`src/rtl/muldiv_pkg.sv`:
```
// Shared types and constants for the iterative RV32M multiply/divide unit.
package muldiv_pkg;

  typedef enum logic [2:0] {
    OP_MUL    = 3'd0,
    OP_MULH   = 3'd1,
    OP_MULHSU = 3'd2,
    OP_MULHU  = 3'd3,
    OP_DIV    = 3'd4,
    OP_DIVU   = 3'd5,
    OP_REM    = 3'd6,
    OP_REMU   = 3'd7
  } muldiv_op_t;

  typedef enum logic [1:0] {
    ST_IDLE = 2'd0,
    ST_CALC = 2'd1,
    ST_DONE = 2'd2
  } muldiv_state_t;

  localparam int          MULDIV_ITER = 32;
  localparam logic [31:0] DIV0_QUOT   = 32'hFFFF_FFFF;
  localparam logic [31:0] INT_MIN     = 32'h8000_0000;

endpackage

```
`src/rtl/muldiv_div_step.sv`:
```
// One restoring-division iteration: shift in the next dividend bit, subtract if it fits.
module div_step #(
  parameter int WIDTH = 32
) (
  input  logic [WIDTH-1:0] rem,
  input  logic [WIDTH-1:0] divisor,
  input  logic             dividend_bit,
  output logic [WIDTH-1:0] rem_next,
  output logic             quot_bit
);

  logic [WIDTH:0] shifted;

  assign shifted  = {rem, dividend_bit};
  // The restored remainder is always below the divisor, so the low WIDTH bits of the difference suffice.
  assign quot_bit = shifted[WIDTH] || (shifted[WIDTH-1:0] >= divisor);
  assign rem_next = quot_bit ? (shifted[WIDTH-1:0] - divisor) : shifted[WIDTH-1:0];

endmodule

```
`src/rtl/muldiv_unit.sv`:
```
// Iterative RV32M multiply/divide unit: magnitude datapath, one bit per cycle, sign fixed at the end.
module muldiv_unit
  import muldiv_pkg::*;
#(
  parameter int WIDTH = 32
) (
  input  logic             clk_i,
  input  logic             resetn_i,
  input  logic             start_i,
  input  logic [2:0]       op_i,
  input  logic [WIDTH-1:0] a_i,
  input  logic [WIDTH-1:0] b_i,
  output logic             busy_o,
  output logic             done_o,
  output logic [WIDTH-1:0] s_o
);

  localparam int                CNT_W    = $clog2(MULDIV_ITER);
  localparam logic [CNT_W-1:0] CNT_LAST = CNT_W'(MULDIV_ITER - 1);

  muldiv_state_t      state;
  muldiv_op_t         op_q;
  logic               neg_q;
  logic [CNT_W-1:0]   cnt;
  logic [2*WIDTH-1:0] prod;   // multiply: {accumulator, multiplier}; divide: low half is dividend/quotient
  logic [WIDTH-1:0]   opd;    // multiplicand or divisor magnitude
  logic [WIDTH-1:0]   rem;

  // Request decode.
  muldiv_op_t       op_in;
  logic             a_signed, b_signed, a_sgn, b_sgn, res_neg;
  logic             is_div, is_quot, div_zero, div_ovf, fast;
  logic [WIDTH-1:0] a_mag, b_mag, fast_res;

  assign op_in = muldiv_op_t'(op_i);

  // NOTE: every always_comb output gets a default first so no path can infer a latch.
  always_comb begin
    a_signed = 1'b0;
    b_signed = 1'b0;
    case (op_in)
      OP_MUL, OP_MULH, OP_DIV, OP_REM: begin
        a_signed = 1'b1;
        b_signed = 1'b1;
      end
      OP_MULHSU: a_signed = 1'b1;
      default: ;
    endcase
  end

  assign a_sgn    = a_signed & a_i[WIDTH-1];
  assign b_sgn    = b_signed & b_i[WIDTH-1];
  assign a_mag    = a_sgn ? -a_i : a_i;
  assign b_mag    = b_sgn ? -b_i : b_i;
  assign res_neg  = (op_in == OP_REM) ? a_sgn : (a_sgn ^ b_sgn);

  assign is_div   = op_i[2];
  assign is_quot  = ~op_i[1];
  assign div_zero = is_div && (b_i == '0);
  assign div_ovf  = ((op_in == OP_DIV) || (op_in == OP_REM)) &&
                    (a_i == INT_MIN[WIDTH-1:0]) && (b_i == '1);
  assign fast     = div_zero || div_ovf;
  assign fast_res = div_zero ? (is_quot ? DIV0_QUOT[WIDTH-1:0] : a_i)
                             : (is_quot ? INT_MIN[WIDTH-1:0]   : '0);

  // Iteration datapath.
  logic [WIDTH:0]     mul_sum;
  logic [2*WIDTH-1:0] mul_next;
  logic [WIDTH-1:0]   rem_next, quot_next;
  logic               quot_bit;

  assign mul_sum  = {1'b0, prod[2*WIDTH-1:WIDTH]} + {1'b0, (prod[0] ? opd : '0)};
  assign mul_next = {mul_sum, prod[WIDTH-1:1]};

  div_step #(.WIDTH(WIDTH)) u_div_step (
    .rem          (rem),
    .divisor      (opd),
    .dividend_bit (prod[WIDTH-1]),
    .rem_next     (rem_next),
    .quot_bit     (quot_bit)
  );

  assign quot_next = {prod[WIDTH-2:0], quot_bit};

  // Final-iteration result with sign correction.
  logic [2*WIDTH-1:0] mul_fin;
  logic [WIDTH-1:0]   quot_fin, rem_fin, final_res;

  always_comb begin
    mul_fin  = neg_q ? -mul_next  : mul_next;
    quot_fin = neg_q ? -quot_next : quot_next;
    rem_fin  = neg_q ? -rem_next  : rem_next;
    case (op_q)
      OP_MUL:                       final_res = mul_fin[WIDTH-1:0];
      OP_MULH, OP_MULHSU, OP_MULHU: final_res = mul_fin[2*WIDTH-1:WIDTH];
      OP_DIV, OP_DIVU:              final_res = quot_fin;
      default:                      final_res = rem_fin;
    endcase
  end

  // NOTE: sequential state is updated with non-blocking assignments only.
  always_ff @(posedge clk_i or negedge resetn_i) begin
    if (!resetn_i) begin
      state <= ST_IDLE;
      op_q  <= OP_MUL;
      neg_q <= 1'b0;
      cnt   <= '0;
      prod  <= '0;
      opd   <= '0;
      rem   <= '0;
      s_o   <= '0;
    end else begin
      case (state)
        ST_IDLE, ST_DONE: begin
          if (start_i) begin
            op_q  <= op_in;
            neg_q <= res_neg;
            cnt   <= '0;
            rem   <= '0;
            if (fast) begin
              s_o   <= fast_res;
              state <= ST_DONE;
            end else begin
              prod  <= {{WIDTH{1'b0}}, (is_div ? a_mag : b_mag)};
              opd   <= is_div ? b_mag : a_mag;
              state <= ST_CALC;
            end
          end else begin
            state <= ST_IDLE;
          end
        end
        ST_CALC: begin
          cnt <= cnt + CNT_W'(1);
          if (op_q[2]) begin
            prod[WIDTH-1:0] <= quot_next;
            rem             <= rem_next;
          end else begin
            prod <= mul_next;
          end
          if (cnt == CNT_LAST) begin
            s_o   <= final_res;
            state <= ST_DONE;
          end
        end
        default: state <= ST_IDLE;
      endcase
    end
  end

  assign busy_o = (state == ST_CALC);
  assign done_o = (state == ST_DONE);

endmodule
```
`config.mk`:
```
export PLATFORM = sky130hd
export DESIGN_NAME = muldiv_unit
export DESIGN_NICKNAME = d
export VERILOG_FILES = /design/src/rtl/muldiv_pkg.sv /design/src/rtl/muldiv_div_step.sv /design/src/rtl/muldiv_unit.sv
export SDC_FILE = /design/constraint.sdc
export NUM_CORES = 1
export LEC_CHECK = 0
export CORE_MARGIN = 3
export CORE_UTILIZATION = 50
export CTS_BUF_LIST = sky130_fd_sc_hd__clkbuf_8
export DETAILED_ROUTE_END_ITERATION = 10
export HOLD_SLACK_MARGIN = 0.12
export PLACE_DENSITY = 0.69
export SLEW_MARGIN = 10
export SYNTH_ARGS = -nofsm -noshare
export SYNTH_HDL_FRONTEND = slang
export SYNTH_HIERARCHICAL = 1
export SYNTH_SLANG_ARGS = --single-unit
export TNS_END_PERCENT = 1
```
`constraint.sdc`:
```
create_clock -name clk_i -period 6.1 [get_ports clk_i]
set_clock_uncertainty 0.15 [all_clocks]
set_input_delay 0.915 -clock clk_i [delete_from_list [all_inputs] [get_ports clk_i]]
set_output_delay 0.915 -clock clk_i [all_outputs]
set_load 0.1 [all_outputs]
```
## After elaboration in Yosys (flattened, before gate mapping)

Index checks and enable logic that the tools add are counted.
W data, S select, Z words.

| storage, ports and cells | value |
|---|---|
| register bits after elaboration | 171 |
| input port bits | 70 |
| output and inout bits | 34 |
| word-level logic and storage cells | 99 |

| cells by class | value |
|---|---|
| $add $sub $neg | 8 |
| magnitude comparators | 1 |
| equality and inequality tests | 20 |
| muxes and demuxes | 34 |
| bitwise logic cells | 4 |
| reductions and logical operators | 23 |

Operators with widths:

| cell | count |
|---|---|
| $mux W32 | 18 |
| $mux W64 | 3 |
| $neg A32 Y32 | 4 |
| $pmux W32 S2 | 2 |
| $pmux W64 S2 | 1 |
| $pmux W32 S3 | 1 |
| $eq A32 B32 Y1 const B | 2 |
| $neg A64 Y64 | 1 |
| $add A32 B32 Y33 | 1 |
| $ge A32 B32 Y1 | 1 |
| $logic_not A32 Y1 | 1 |
| $sub A32 B32 Y32 | 1 |
| $eq A3 B3 Y1 const B | 4 |
| $pmux W5 S2 | 1 |
| $eq A3 B2 Y1 const B | 3 |
| $reduce_and A3 Y1 | 3 |
| $ne A2 B2 Y1 const B | 4 |
| $reduce_and A4 Y1 | 2 |
| $eq A3 B1 Y1 const B | 2 |
| $logic_not A3 Y1 | 2 |
| $mux W2 | 3 |
| $add A5 B1 Y5 const B | 1 |
| $eq A5 B5 Y1 const B | 1 |
| $mux W5 | 1 |
| other kinds (17) | 27 |

## Logic depth before layout (Yosys ltp)

Gate-level depths: netlist (run 1).

| logic depth | value |
|---|---|
| depth in word-level cells | 9 |
| depth in mapped cells | 24 |
| mapped depth without buffers | 23 |

## By module

Netlist (run 1), hierarchy kept.

Modules (own cells, without submodules):

| module | times used | cells each | area an instance (um^2) |
|---|---|---|---|
| muldiv_unit | 1 | 2024 | 15317.2 |
| div_step | 1 | 345 | 2576.2 |

## Worst setup path before layout (run 1)

No wires, ideal clock.

| timing path | value |
|---|---|
| path type | register to register |
| start | register prod[31] |
| end | register s_o[31] |
| setup time | 122 ps |
| data arrival time | 4981 ps |
| required time | 5828 ps |
| setup slack | 847 ps |
| stages on the path, launching flop included | 23 |
| buffers on the path | 1 |
| clock period less this slack | 5253 ps |
| cell sequence | dfrtp_1 inv_1 ha_1 fa_1 nand2b_1 a21oi_2 nor2_2 o31ai_4 o21bai_1 a211o_2 nand3_4 buf_12 mux2_4 or4_1 nor3_1 nand3_1 nor2b_1 nand2_1 o31ai_1 xnor2_1 a2111oi_0 o22a_1 nand2_1 |

| between the ends | value |
|---|---|
| longest elaborated chain between the ends | 8 |

RTL lines:

| element | RTL line | RTL |
|---|---|---|
| start: declaration | muldiv_unit.sv:25 | `logic [2*WIDTH-1:0] prod;` |
| start signal: assignment | muldiv_unit.sv:124 | `prod <= {{WIDTH{1'b0}}, (is_div ? a_mag : b_mag)};` |
| start signal: indexed assignment | muldiv_unit.sv:135 | `prod[WIDTH-1:0] <= quot_next;` |
| start signal: assignment | muldiv_unit.sv:138 | `prod <= mul_next;` |
| $ge A32 B32 Y1 | muldiv_div_step.sv:16 | `assign quot_bit = shifted[WIDTH] \|\| (shifted[WIDTH-1:0] >= divisor);` |
| $logic_or A1 B1 Y1 | muldiv_div_step.sv:16 |  |
| $mux W32 (*) | muldiv_div_step.sv:17 | `assign rem_next = quot_bit ? (shifted[WIDTH-1:0] - divisor) : shifted[WIDTH-1:0];` |
| via rem_next[5] | muldiv_unit.sv:69 | `logic [WIDTH-1:0] rem_next, quot_next;` |
| $neg A32 Y32 (*) | muldiv_unit.sv:92 | `rem_fin = neg_q ? -rem_next : rem_next;` |
| $mux W32 (*) | muldiv_unit.sv:92 |  |
| $pmux W32 S3 (*) | muldiv_unit.sv:93 | `case (op_q)` |
| $mux W32 (*) | muldiv_unit.sv:140 | `if (cnt == CNT_LAST) begin` |
| $pmux W32 S2 (*) | muldiv_unit.sv:113 | `case (state)` |
| end signal: assignment | muldiv_unit.sv:121 | `s_o <= fast_res;` |
| end signal: assignment | muldiv_unit.sv:141 | `s_o <= final_res;` |
| end: declaration | muldiv_unit.sv:15 | `output logic [WIDTH-1:0] s_o` |

Mark *: on every way through the listed nets, which the timed path passes. The rest lies on a longest branch. The select of a mux whose other input is x is not followed.
A chain may end at the register's enable or synchronous reset.

## Worst setup path after layout (run 1)

| timing path | value |
|---|---|
| start | register opd[0] |
| end | register s_o[26] |

| between the ends | value |
|---|---|
| longest elaborated chain between the ends | 8 |

RTL lines:

| element | RTL line | RTL |
|---|---|---|
| start: declaration | muldiv_unit.sv:26 | `logic [WIDTH-1:0] opd;` |
| start signal: assignment | muldiv_unit.sv:125 | `opd <= is_div ? b_mag : a_mag;` |
| $ge A32 B32 Y1 | muldiv_div_step.sv:16 |  |
| $logic_or A1 B1 Y1 | muldiv_div_step.sv:16 |  |
| via quot_bit | muldiv_unit.sv:70 | `logic quot_bit;` |
| $mux W32 | muldiv_div_step.sv:17 |  |
| via rem_next[14] | muldiv_unit.sv:69 |  |
| $neg A32 Y32 | muldiv_unit.sv:92 |  |
| $mux W32 | muldiv_unit.sv:92 |  |
| $pmux W32 S3 | muldiv_unit.sv:93 |  |
| $mux W32 | muldiv_unit.sv:140 |  |
| $pmux W32 S2 | muldiv_unit.sv:113 |  |

The timed path passes the listed nets, and every way through them passes these cells. The select of a mux whose other input is x is not followed.

==> impl_results.rst, run 1 <==
.. list-table::
   :header-rows: 1

   * - Metric
     - Value
   * - Maximum operating frequency
     - ~170 MHz
   * - Leftover overflow at the end of global routing
     - 0
   * - Highest metal layer with signal wires
     - met5
   * - Detailed Route Iter0 Violations
     - approximately 2.1k
   * - Max-slew violation total from the final report
     - 0
   * - Die X
     - between 150 and 200 um
   * - Number of antenna violations at the first check in global routing
     - 3
   * - Post-synthesis async set-or-reset flop share
     - 100.0%
   * - Slew Limit Headroom
     - roughly 18%
   * - Worst-margin pin slew
     - 1.232 ns
   * - Number of global-route vias before repair
     - between 15k and 20k
   * - DRC
     - 0
   * - Endpoint class of the critical path
     - flop
   * - Total Wirelength
     - between 70000 and 80000 um
   * - Crit path time final
     - 5.899 ns
   * - Relative area change from synthesis to final layout
     - 9.335%
   * - Outcome
     - finished, final reports clean
   * - Clock tree from TritonCTS
     - done
   * - Required time worst endpoint
     - 6.34 ns
   * - Critical setup path kind
     - flop to flop
   * - Power after layout
     - between 10 and 15 mW
   * - Routed length on met2
     - 30380 um
   * - Commonest cells after routing, fill and taps aside
     - 288 x sky130_fd_sc_hd__nand2_1, 201 x sky130_fd_sc_hd__o21ai_0, 199 x sky130_fd_sc_hd__a21oi_1
   * - Part of the Yosys area used for sequential elements
     - 23.91%
   * - Total vias in the final route
     - between 15k and 20k
   * - Internal power summed over all cells
     - ~5.6 mW
   * - Area occupied by multi-input gates
     - between 10000 and 15000 um2
   * - Maximum number of pins on one net before global-route repair
     - 100
   * - Clock transition time at the flip-flop clock pins of the worst setup and hold paths
     - 0.10 ns
   * - # clock sinks
     - 171
   * - Critical path's largest stage delay
     - approximately 0.59 ns
   * - Power share of the sequential group
     - roughly 18%
   * - Worst path cell trace
     - ha_1 -> fa_1 -> nand2b_1 -> a21oi_2 -> nor2_2 -> o31ai_4 -> o21bai_1 -> a211o_2 -> nand3_4 -> buf_4 -> mux2_4 -> or4_1 -> nor3_2 -> nand3_1 -> o21ai_0 -> xor2_1 -> o22ai_1 -> a21oi_1 -> nor2_1 -> a211oi_1 -> o21ai_0
   * - Commonest non-fill, non-tap cell in the layout
     - sky130_fd_sc_hd__nand2_1
   * - Final net count
     - between 2k and 3k
   * - Placement Cell Area
     - ~19000 um2
   * - Slowest cell on the critical path
     - sky130_fd_sc_hd__or4_1
   * - Number of enable-type register cells in the synthesized netlist
     - 0
   * - Routability congestion estimate
     - 1.013
   * - Peak ir drop on the vdd network
     - 0.0003469 V
   * - P_leak
     - 7.981 nW
   * - M1 wire length
     - just under 30000 um
   * - Skew-Pair Late Insertion Delay
     - 0.52 ns
   * - Worst-path maximum fanout
     - 17
   * - Comb pwr share
     - 76.6%
   * - Number of unique standard cell types used by synthesis
     - slightly below 100
   * - Max-capacitance violation count
     - 0
   * - Crit path arrival time
     - 6.14 ns
   * - Depth of the CTS H-tree
     - 4
   * - Num CTS Buffers
     - 17
   * - Share of the core filled with cells
     - 56.08%
   * - Antenna-violating nets left
     - 0
   * - Effective utilization at floorplan
     - between 50% and 60%
   * - Number of port buffers
     - 103
   * - Synthesized flop and latch total
     - between 150 and 200
   * - Buffers inserted during post-CTS setup optimization
     - 0
   * - Sequential cell area in the final layout
     - approximately 4300 um2
   * - Cell count after synthesis
     - 2369
   * - Layout cell share with drive strength beyond 1
     - under 10%
   * - Power density relative to cell area
     - 693.4 nW/um2
   * - Clock Power Share
     - 5.8%
   * - Final-layout fill cell count
     - 3436
   * - Period Utilization, post-route
     - 96.70%
   * - Sw Share
     - between 50% and 60%
   * - Mapped Area
     - 17890 um2
   * - GRT Util Overall
     - about 36%
   * - Die area
     - 38090 um2
   * - Unrepaired setup endpoints after global routing
     - yes
   * - Clock tree root buffer cell
     - sky130_fd_sc_hd__clkbuf_8
   * - Synthesized area per cell
     - 7.553 um2
   * - Top flip-flop cell by instance count after synthesis
     - sky130_fd_sc_hd__dfrtp_1
   * - Total half-perimeter wirelength after legalization and detailed placement
     - 55300 um
   * - Final Setup Violations
     - 0
   * - Chip Height
     - 195.2 um
   * - Most repeated library cell on the critical path
     - sky130_fd_sc_hd__o21ai_0
   * - Number of hold violations in the final report
     - 0
   * - Final std cell area, no fill
     - 19560 um2
   * - CTS Hold Buffers Added
     - 0
   * - Per-cell via count in the routed design
     - roughly 6.5
   * - Row count
     - 68
   * - Initial DRT Pass Iterations
     - 6
   * - Worst-case clock buffer depth
     - 2
   * - Number of nets in the synthesized netlist
     - 2513
   * - Detailed route wirelength on metal3
     - 5856 um
   * - Placeable Area
     - 34880 um2
   * - Count of synthesis-stage warnings from yosys
     - 6
   * - Type of the worst min-delay path
     - primary input to async pin
   * - Number of ports placed on the die boundary
     - 104
   * - Net switching power of the design
     - 7.955 mW
   * - Routed len/inst
     - 24.67 um
   * - Sort of element at the start of the critical path
     - flop
   * - First-pass GRT wire length
     - 105900 um
==> worst max-delay path: cells and delay by family (launching register included) <==
family,cells,cell delay (ns)
multiplexers,1,0.33
adder cells (fa/ha/maj),2,0.64
buffers and inverters,1,0.23
AND/OR/NAND/NOR,7,1.69
XOR/XNOR,1,0.25
flip-flops,1,0.41
AO/OA/AOI/OAI,9,2.04
==> path summary, 6_finish.rpt <==
path                            slack (ns)                  end  cells past startpoint           startpoint
worst max register to register        0.20  s_o[26]$_DFFE_PN0P_                     21   opd[0]$_DFFE_PN0P_
max in group asynchronous             4.49   cnt[2]$_DFFE_PN0P_                      2             resetn_i
worst min-delay path                  0.26   rem[7]$_DFFE_PN0P_                      1             resetn_i
worst min register to register        0.34  s_o[10]$_DFFE_PN0P_                      1  s_o[10]$_DFFE_PN0P_
min in group clk_i                    0.34  s_o[10]$_DFFE_PN0P_                      1  s_o[10]$_DFFE_PN0P_
worst max-delay path                  0.20  s_o[26]$_DFFE_PN0P_                     21   opd[0]$_DFFE_PN0P_
==> repair_timing <==
action	4_1_cts	5_1_grt
resized for setup	0	6
endpoints found under the hold margin	0	0
setup endpoints to repair	0	6
==> area by class of cell <==
cell class | count | area share (%)
timing repair buffer | 152 | 7.259
clock buffer | 17 | 1.196
inverter | 74 | 1.420
clock inverter | 15 | 0.6012
tap | 455 | 2.910
sequential | 171 | 21.89
antenna | 2 | 0.02558
multi-input combinational | 1954 | 64.70
==> metal layers <==
metal | global-route usage, % | up-vias
met3 | 6.660 | 161
met2 | 54.06 | 857
met5 | 0 | -
met4 | 18.54 | 4
met1 | 49.27 | 8838
li1 | - | 8590
==> state kept, by name (all words and copies together), names as in the netlist <==
| name | cells |
|---|---|
| op_q | 3 |
| cnt | 5 |
| s_o | 32 |
| neg_q | 1 |
| opd | 32 |
| state | 2 |
| rem | 32 |
| prod | 64 |
==> per-stage QoR <==
stage | hold slack (ns) | std cells | TNS (ns) | setup slack (ns)
finish | 0.2649 | 2840 | 0 | 0.2013
global route | 0.3355 | 2838 | -0.03974 | -0.02256
CTS | 0.3055 | 2838 | 0 | 0.1171
detailed placement | 0.3196 | 2806 | 0 | 0.1221
global placement | 0.3141 | 2806 | 0 | 0.2529
floorplan | 0.2994 | 2369 | 0 | 0.8472
==> synthesized netlist by cell type, drive strengths merged, types with 24 or more instances <==
cell	count	area, um2
a31oi	24	156.4
a211oi	66	505.5
o31ai	39	306.5
xnor2	129	1130
dfrtp	171	4279
nor2	199	749.5
mux2i	42	420.4
nand3	61	317.8
a21oi	202	1018
inv	72	270.3
a21o	29	217.7
nor3	35	180.2
nand2	290	1091
buf	31	211.5
clkbuf	139	523.0
xor2	80	700.7
nor4	35	291.5
o21ai	232	1161
ha	72	900.9
nand4	36	261.5
and2	56	350.3
mux2	35	491.7
==> logic make-up (layout without fill, tap and decap cells) <==
group           after synthesis  after routing  share of synthesized area (%)
compound gates              753            753                          26.61
xor+xnor                    209            209                          10.23
simple gates                841            841                          23.24
other cells                   0              2                              0
fa+ha+maj                    74             74                          5.258
flops                       171            171                          23.91
buf+inv                     244            258                          5.657
mux                          77             77                          5.098
==> power by group through the flow <==
stage | registers, mW | logic [mW] | clock network (mW)
2_1_floorplan | 2.37 | 7.04 | 0
3_3_place_gp | 2.35 | 9.98 | 0
3_5_place_dp | 2.37 | 10.1 | 0
4_1_cts | 2.35 | 10.1 | 0.793
5_1_grt | 2.42 | 11.1 | 0.836
6_report | 2.39 | 10.4 | 0.782
(Power assumes the default switching activity.)
==> run 2, diff against run 1 <==
--- a/config.mk
+++ b/config.mk
@@ -5,12 +5,14 @@
 export SDC_FILE = /design/constraint.sdc
 export NUM_CORES = 1
 export LEC_CHECK = 0
+export ABC_CLOCK_PERIOD_IN_PS = 6100
 export CORE_MARGIN = 3
 export CORE_UTILIZATION = 50
 export CTS_BUF_LIST = sky130_fd_sc_hd__clkbuf_8
 export DETAILED_ROUTE_END_ITERATION = 10
 export HOLD_SLACK_MARGIN = 0.12
 export PLACE_DENSITY = 0.69
+export SKIP_LAST_GASP = 1
 export SLEW_MARGIN = 10
 export SYNTH_ARGS = -nofsm -noshare
 export SYNTH_HDL_FRONTEND = slang
==> run 2 against run 1 <==
  * Sequential share of layout area hardly changed
  * Combinational power about the same
  * Final area about the same
  * Via count barely moved
  * Power is essentially flat
  * Global-route usage unchanged
  * Critical path depth unchanged
  * Highest routed layer unchanged
  * Non-clock buffer count did not move
  * Fmax decreased by 0.75%
  * Core utilization about the same
  * First-iteration DRC count is 0.96% higher
==> impl_results.rst, run 2 (same netlist as run 1, synthesis figures left out) <==
.. list-table::
   :header-rows: 1

   * - Metric
     - Value
   * - Row count
     - 68 (unchanged)
   * - Post-Place Setup Slack
     - 0.1221 ns (unchanged)
   * - Critical path's largest stage delay
     - 0.59 ns (about the same)
   * - Top delay family on crit path
     - compound AO/OA/AOI/OAI gates
   * - Worst-case clock buffer depth
     - 2 (unchanged)
   * - Endpoint class of the critical path
     - flop
   * - Clock tree from TritonCTS
     - done
   * - PostCTS Resize Cnt
     - 0 (unchanged)
   * - Clock tree root buffer cell
     - sky130_fd_sc_hd__clkbuf_8
   * - Relative area change from synthesis to final layout
     - 9.244% (about the same)
   * - Crit path arrival time
     - 6.20 ns (+0.06 ns)
   * - Depth of the CTS H-tree
     - 4 (unchanged)
   * - Chip Height
     - 195.2 um (unchanged)
   * - Number of antenna violations at the first check in global routing
     - 3 (unchanged)
   * - # clock sinks
     - 171 (unchanged)
   * - Per-cell via count in the routed design
     - 6.495 (about the same)
   * - Die X
     - 195.2 um (unchanged)
   * - Required time worst endpoint
     - 6.35 ns (about the same)
   * - P_leak
     - 7.977 nW (about the same)
   * - Worst setup slack after layout
     - 0.1567 ns (-0.04466 ns)
   * - Fin Hold WS
     - 0.2647 ns (-0.0001770 ns)
   * - Skew-Pair Late Insertion Delay
     - 0.52 ns (about the same)
   * - Routability congestion estimate
     - 1.013 (unchanged)
   * - Worst path cell trace
     - ha_1 -> fa_1 -> nand2b_1 -> a21oi_2 -> nor2_2 -> o31ai_4 -> o21bai_1 -> a211o_2 -> nand3_4 -> buf_4 -> mux2_4 -> or4_1 -> nor3_2 -> nand3_1 -> o41ai_1 -> xor2_1 -> o22ai_1 -> o21ai_0 -> a21oi_1 -> a21oi_1 -> o21ai_1
   * - Placeable Area
     - 34880 um2 (unchanged)
   * - Register-to-register path setup slack
     - 0.16 ns (-0.04 ns)
   * - Non-filler cells in the finished layout
     - 2839 (-0.035%)
   * - Detailed route wirelength on metal3
     - 5809 um (-0.80%)
   * - Number of flip-flops under the largest register name
     - 64 (unchanged)
   * - Initial DRT Pass Iterations
     - 6 (unchanged)
   * - First-pass GRT wire length
     - 105900 um (unchanged)
   * - Maximum operating frequency
     - 168.3 MHz (-0.75%)
   * - Critical setup path kind
     - flop to flop
   * - Buffers inserted during post-CTS setup optimization
     - 0 (unchanged)
   * - Routed len/inst
     - 24.65 um (-0.11%)
   * - Die area
     - 38090 um2 (unchanged)
   * - Number of ports placed on the die boundary
     - 104 (unchanged)
   * - Most repeated library cell on the critical path
     - sky130_fd_sc_hd__a21oi_1
   * - Share of the core filled with cells
     - 56.04% (about the same)
   * - Number of hold violations in the final report
     - 0 (unchanged)
   * - Layout cell share with drive strength beyond 1
     - 7.260% (-0.084 points)
   * - Post-placement cell count
     - 2806 (unchanged)
   * - Commonest cells after routing, fill and taps aside
     - 288 x sky130_fd_sc_hd__nand2_1, 201 x sky130_fd_sc_hd__o21ai_0, 199 x sky130_fd_sc_hd__a21oi_1
   * - Routed length on met2
     - 30340 um (-0.14%)
   * - Unrepaired setup endpoints after global routing
     - yes
   * - Crit path time final
     - 5.943 ns (+0.04466 ns)
   * - Antenna-violating nets left
     - 0 (unchanged)
   * - Detailed Route Iter0 Violations
     - 2114 (+0.96%)
   * - Period Utilization, post-route
     - 97.43% (+0.73 points)
   * - Worst flop-to-flop path startpoint
     - opd[0]$_DFFE_PN0P_
   * - Peak ir drop on the vdd network
     - 0.0003463 V (-0.18%)
   * - Worst-margin pin slew
     - 1.234 ns (+0.001835 ns)
   * - Highest metal layer with signal wires
     - met5
   * - Number of buffers and inverters on the critical path
     - 1 (unchanged)
   * - Max-capacitance violation count
     - 0 (unchanged)
   * - DRC
     - 0 (unchanged)
   * - CTS Hold Buffers Added
     - 0 (unchanged)
   * - GRT Util Overall
     - 35.91% (unchanged)
   * - Total vias in the final route
     - 18.44k (-0.060%)
   * - Final-layout fill cell count
     - 3438 (+0.058%)
   * - Power after layout
     - 13.55 mW (about the same)
   * - Type of the worst min-delay path
     - primary input to async pin
   * - Final net count
     - 2514 (unchanged)
   * - Leftover overflow at the end of global routing
     - 0 (unchanged)
   * - Number of global-route vias before repair
     - 17.32k (unchanged)
   * - Sort of element at the start of the critical path
     - flop
   * - Max-slew violation total from the final report
     - 0 (unchanged)
   * - Outcome
     - finished, final reports clean
   * - Final Setup Violations
     - 0 (unchanged)
   * - Total Wirelength
     - 69980 um (-0.14%)
   * - Depth of the most critical reg-to-reg path
     - 21 (unchanged)
   * - Effective utilization at floorplan
     - 51.29% (unchanged)
   * - Slew Limit Headroom
     - 17.72% (-0.12 points)
   * - Clock transition time at the flip-flop clock pins of the worst setup and hold paths
     - 0.11 ns (about the same)
   * - Worst-path maximum fanout
     - 17 (unchanged)
   * - Maximum number of pins on one net before global-route repair
     - 100 (unchanged)
   * - Power density relative to cell area
     - 693.4 nW/um2 (about the same)
   * - Number of port buffers
     - 103 (unchanged)
   * - Total half-perimeter wirelength after legalization and detailed placement
     - 55300 um (unchanged)
   * - M1 wire length
     - 29610 um (about the same)
   * - Worst R2R End
     - s_o[24]$_DFFE_PN0P_
   * - Num CTS Buffers
     - 17 (unchanged)
   * - Area occupied by multi-input gates
     - 12640 um2 (-0.11%)
   * - Largest register by flop count
     - prod
   * - Sequential cell area in the final layout
     - 4282 um2 (unchanged)
   * - Slowest cell on the critical path
     - sky130_fd_sc_hd__or4_1
   * - Commonest non-fill, non-tap cell in the layout
     - sky130_fd_sc_hd__nand2_1
-- run 2: changes by cell type in the layout (fill, tap and decap cells not counted) --
cell / delta
sky130_fd_sc_hd__o41ai_2: -1
sky130_fd_sc_hd__o41ai_1: +1
sky130_fd_sc_hd__a221oi_1: +1
sky130_fd_sc_hd__diode_2: -1
sky130_fd_sc_hd__a221oi_2: -1
-- run 2: power by group --
| group | internal [mW] | switching (mW) | total, mW | leakage (nW) |
|---|---|---|---|---|
| clock network | 0.287 | 0.495 | 0.783 | 0.171 |
| registers | 1.60 | 0.785 | 2.39 | 2.15 |
| logic | 3.72 | 6.67 | 10.4 | 5.66 |
-- run 2: through the flow --
| stage | setup TNS (ns) | cell area, um2 |
|---|---|---|
| after floorplan | 0 | 17890 |
| after global placement | 0 | 19180 |
| after detailed placement | 0 | 19180 |
| after CTS | 0 | 19530 |
| after global routing | -0.1805 | 19550 |
| final | 0 | 19550 |
-- run 2: layout make-up --
type / instances / share of cell area [%]
multi-input combinational: 1954 / 64.69
sequential: 171 / 21.90
timing repair buffer: 152 / 7.265
tap: 455 / 2.912
inverter: 74 / 1.421
clock buffer: 17 / 1.197
clock inverter: 15 / 0.6017
antenna: 1 / 0.01280
-- run 2: metal layers --
| metal | track usage [%] | vias to the layer above |
|---|---|---|
| met1 | 49.27 | 8831 |
| met4 | 18.54 | 4 |
| met3 | 6.660 | 155 |
| met2 | 54.06 | 877 |
| li1 | - | 8572 |
| met5 | 0 | - |
-- run 2: worst max path at each step --
stage                                     end  slack, ns                 start  cells past startpoint
after floorplan           s_o[31]$_DFFE_PN0P_       0.85  prod[31]$_DFFE_PN0P_                     22
after global placement    s_o[31]$_DFFE_PN0P_       0.25    opd[0]$_DFFE_PN0P_                     20
after detailed placement  s_o[24]$_DFFE_PN0P_       0.12    opd[0]$_DFFE_PN0P_                     21
after CTS                 s_o[24]$_DFFE_PN0P_       0.12    opd[0]$_DFFE_PN0P_                     21
after global routing      s_o[24]$_DFFE_PN0P_      -0.08    opd[0]$_DFFE_PN0P_                     21
final                     s_o[24]$_DFFE_PN0P_       0.16    opd[0]$_DFFE_PN0P_                     21
-- run 2: worst register-to-register path: stages (launching register included) --
cell and delay [ns]:
sky130_fd_sc_hd__dfrtp_1 0.42, sky130_fd_sc_hd__ha_1 0.23, sky130_fd_sc_hd__fa_1 0.41, sky130_fd_sc_hd__nand2b_1 0.19, sky130_fd_sc_hd__a21oi_2 0.18, sky130_fd_sc_hd__nor2_2 0.09
sky130_fd_sc_hd__o31ai_4 0.29, sky130_fd_sc_hd__o21bai_1 0.19, sky130_fd_sc_hd__a211o_2 0.41, sky130_fd_sc_hd__nand3_4 0.28, sky130_fd_sc_hd__buf_4 0.25, sky130_fd_sc_hd__mux2_4 0.33
sky130_fd_sc_hd__or4_1 0.59, sky130_fd_sc_hd__nor3_2 0.23, sky130_fd_sc_hd__nand3_1 0.22, sky130_fd_sc_hd__o41ai_1 0.40, sky130_fd_sc_hd__xor2_1 0.33, sky130_fd_sc_hd__o22ai_1 0.13
sky130_fd_sc_hd__o21ai_0 0.21, sky130_fd_sc_hd__a21oi_1 0.10, sky130_fd_sc_hd__a21oi_1 0.14, sky130_fd_sc_hd__o21ai_1 0.09
==> run 3, diff against run 2 <==
--- a/config.mk
+++ b/config.mk
@@ -5,7 +5,6 @@
 export SDC_FILE = /design/constraint.sdc
 export NUM_CORES = 1
 export LEC_CHECK = 0
-export ABC_CLOCK_PERIOD_IN_PS = 6100
 export CORE_MARGIN = 3
 export CORE_UTILIZATION = 50
 export CTS_BUF_LIST = sky130_fd_sc_hd__clkbuf_8
==> results of run 3 <==
No change in the layout: final DEF, timing and power equal those of run 2.
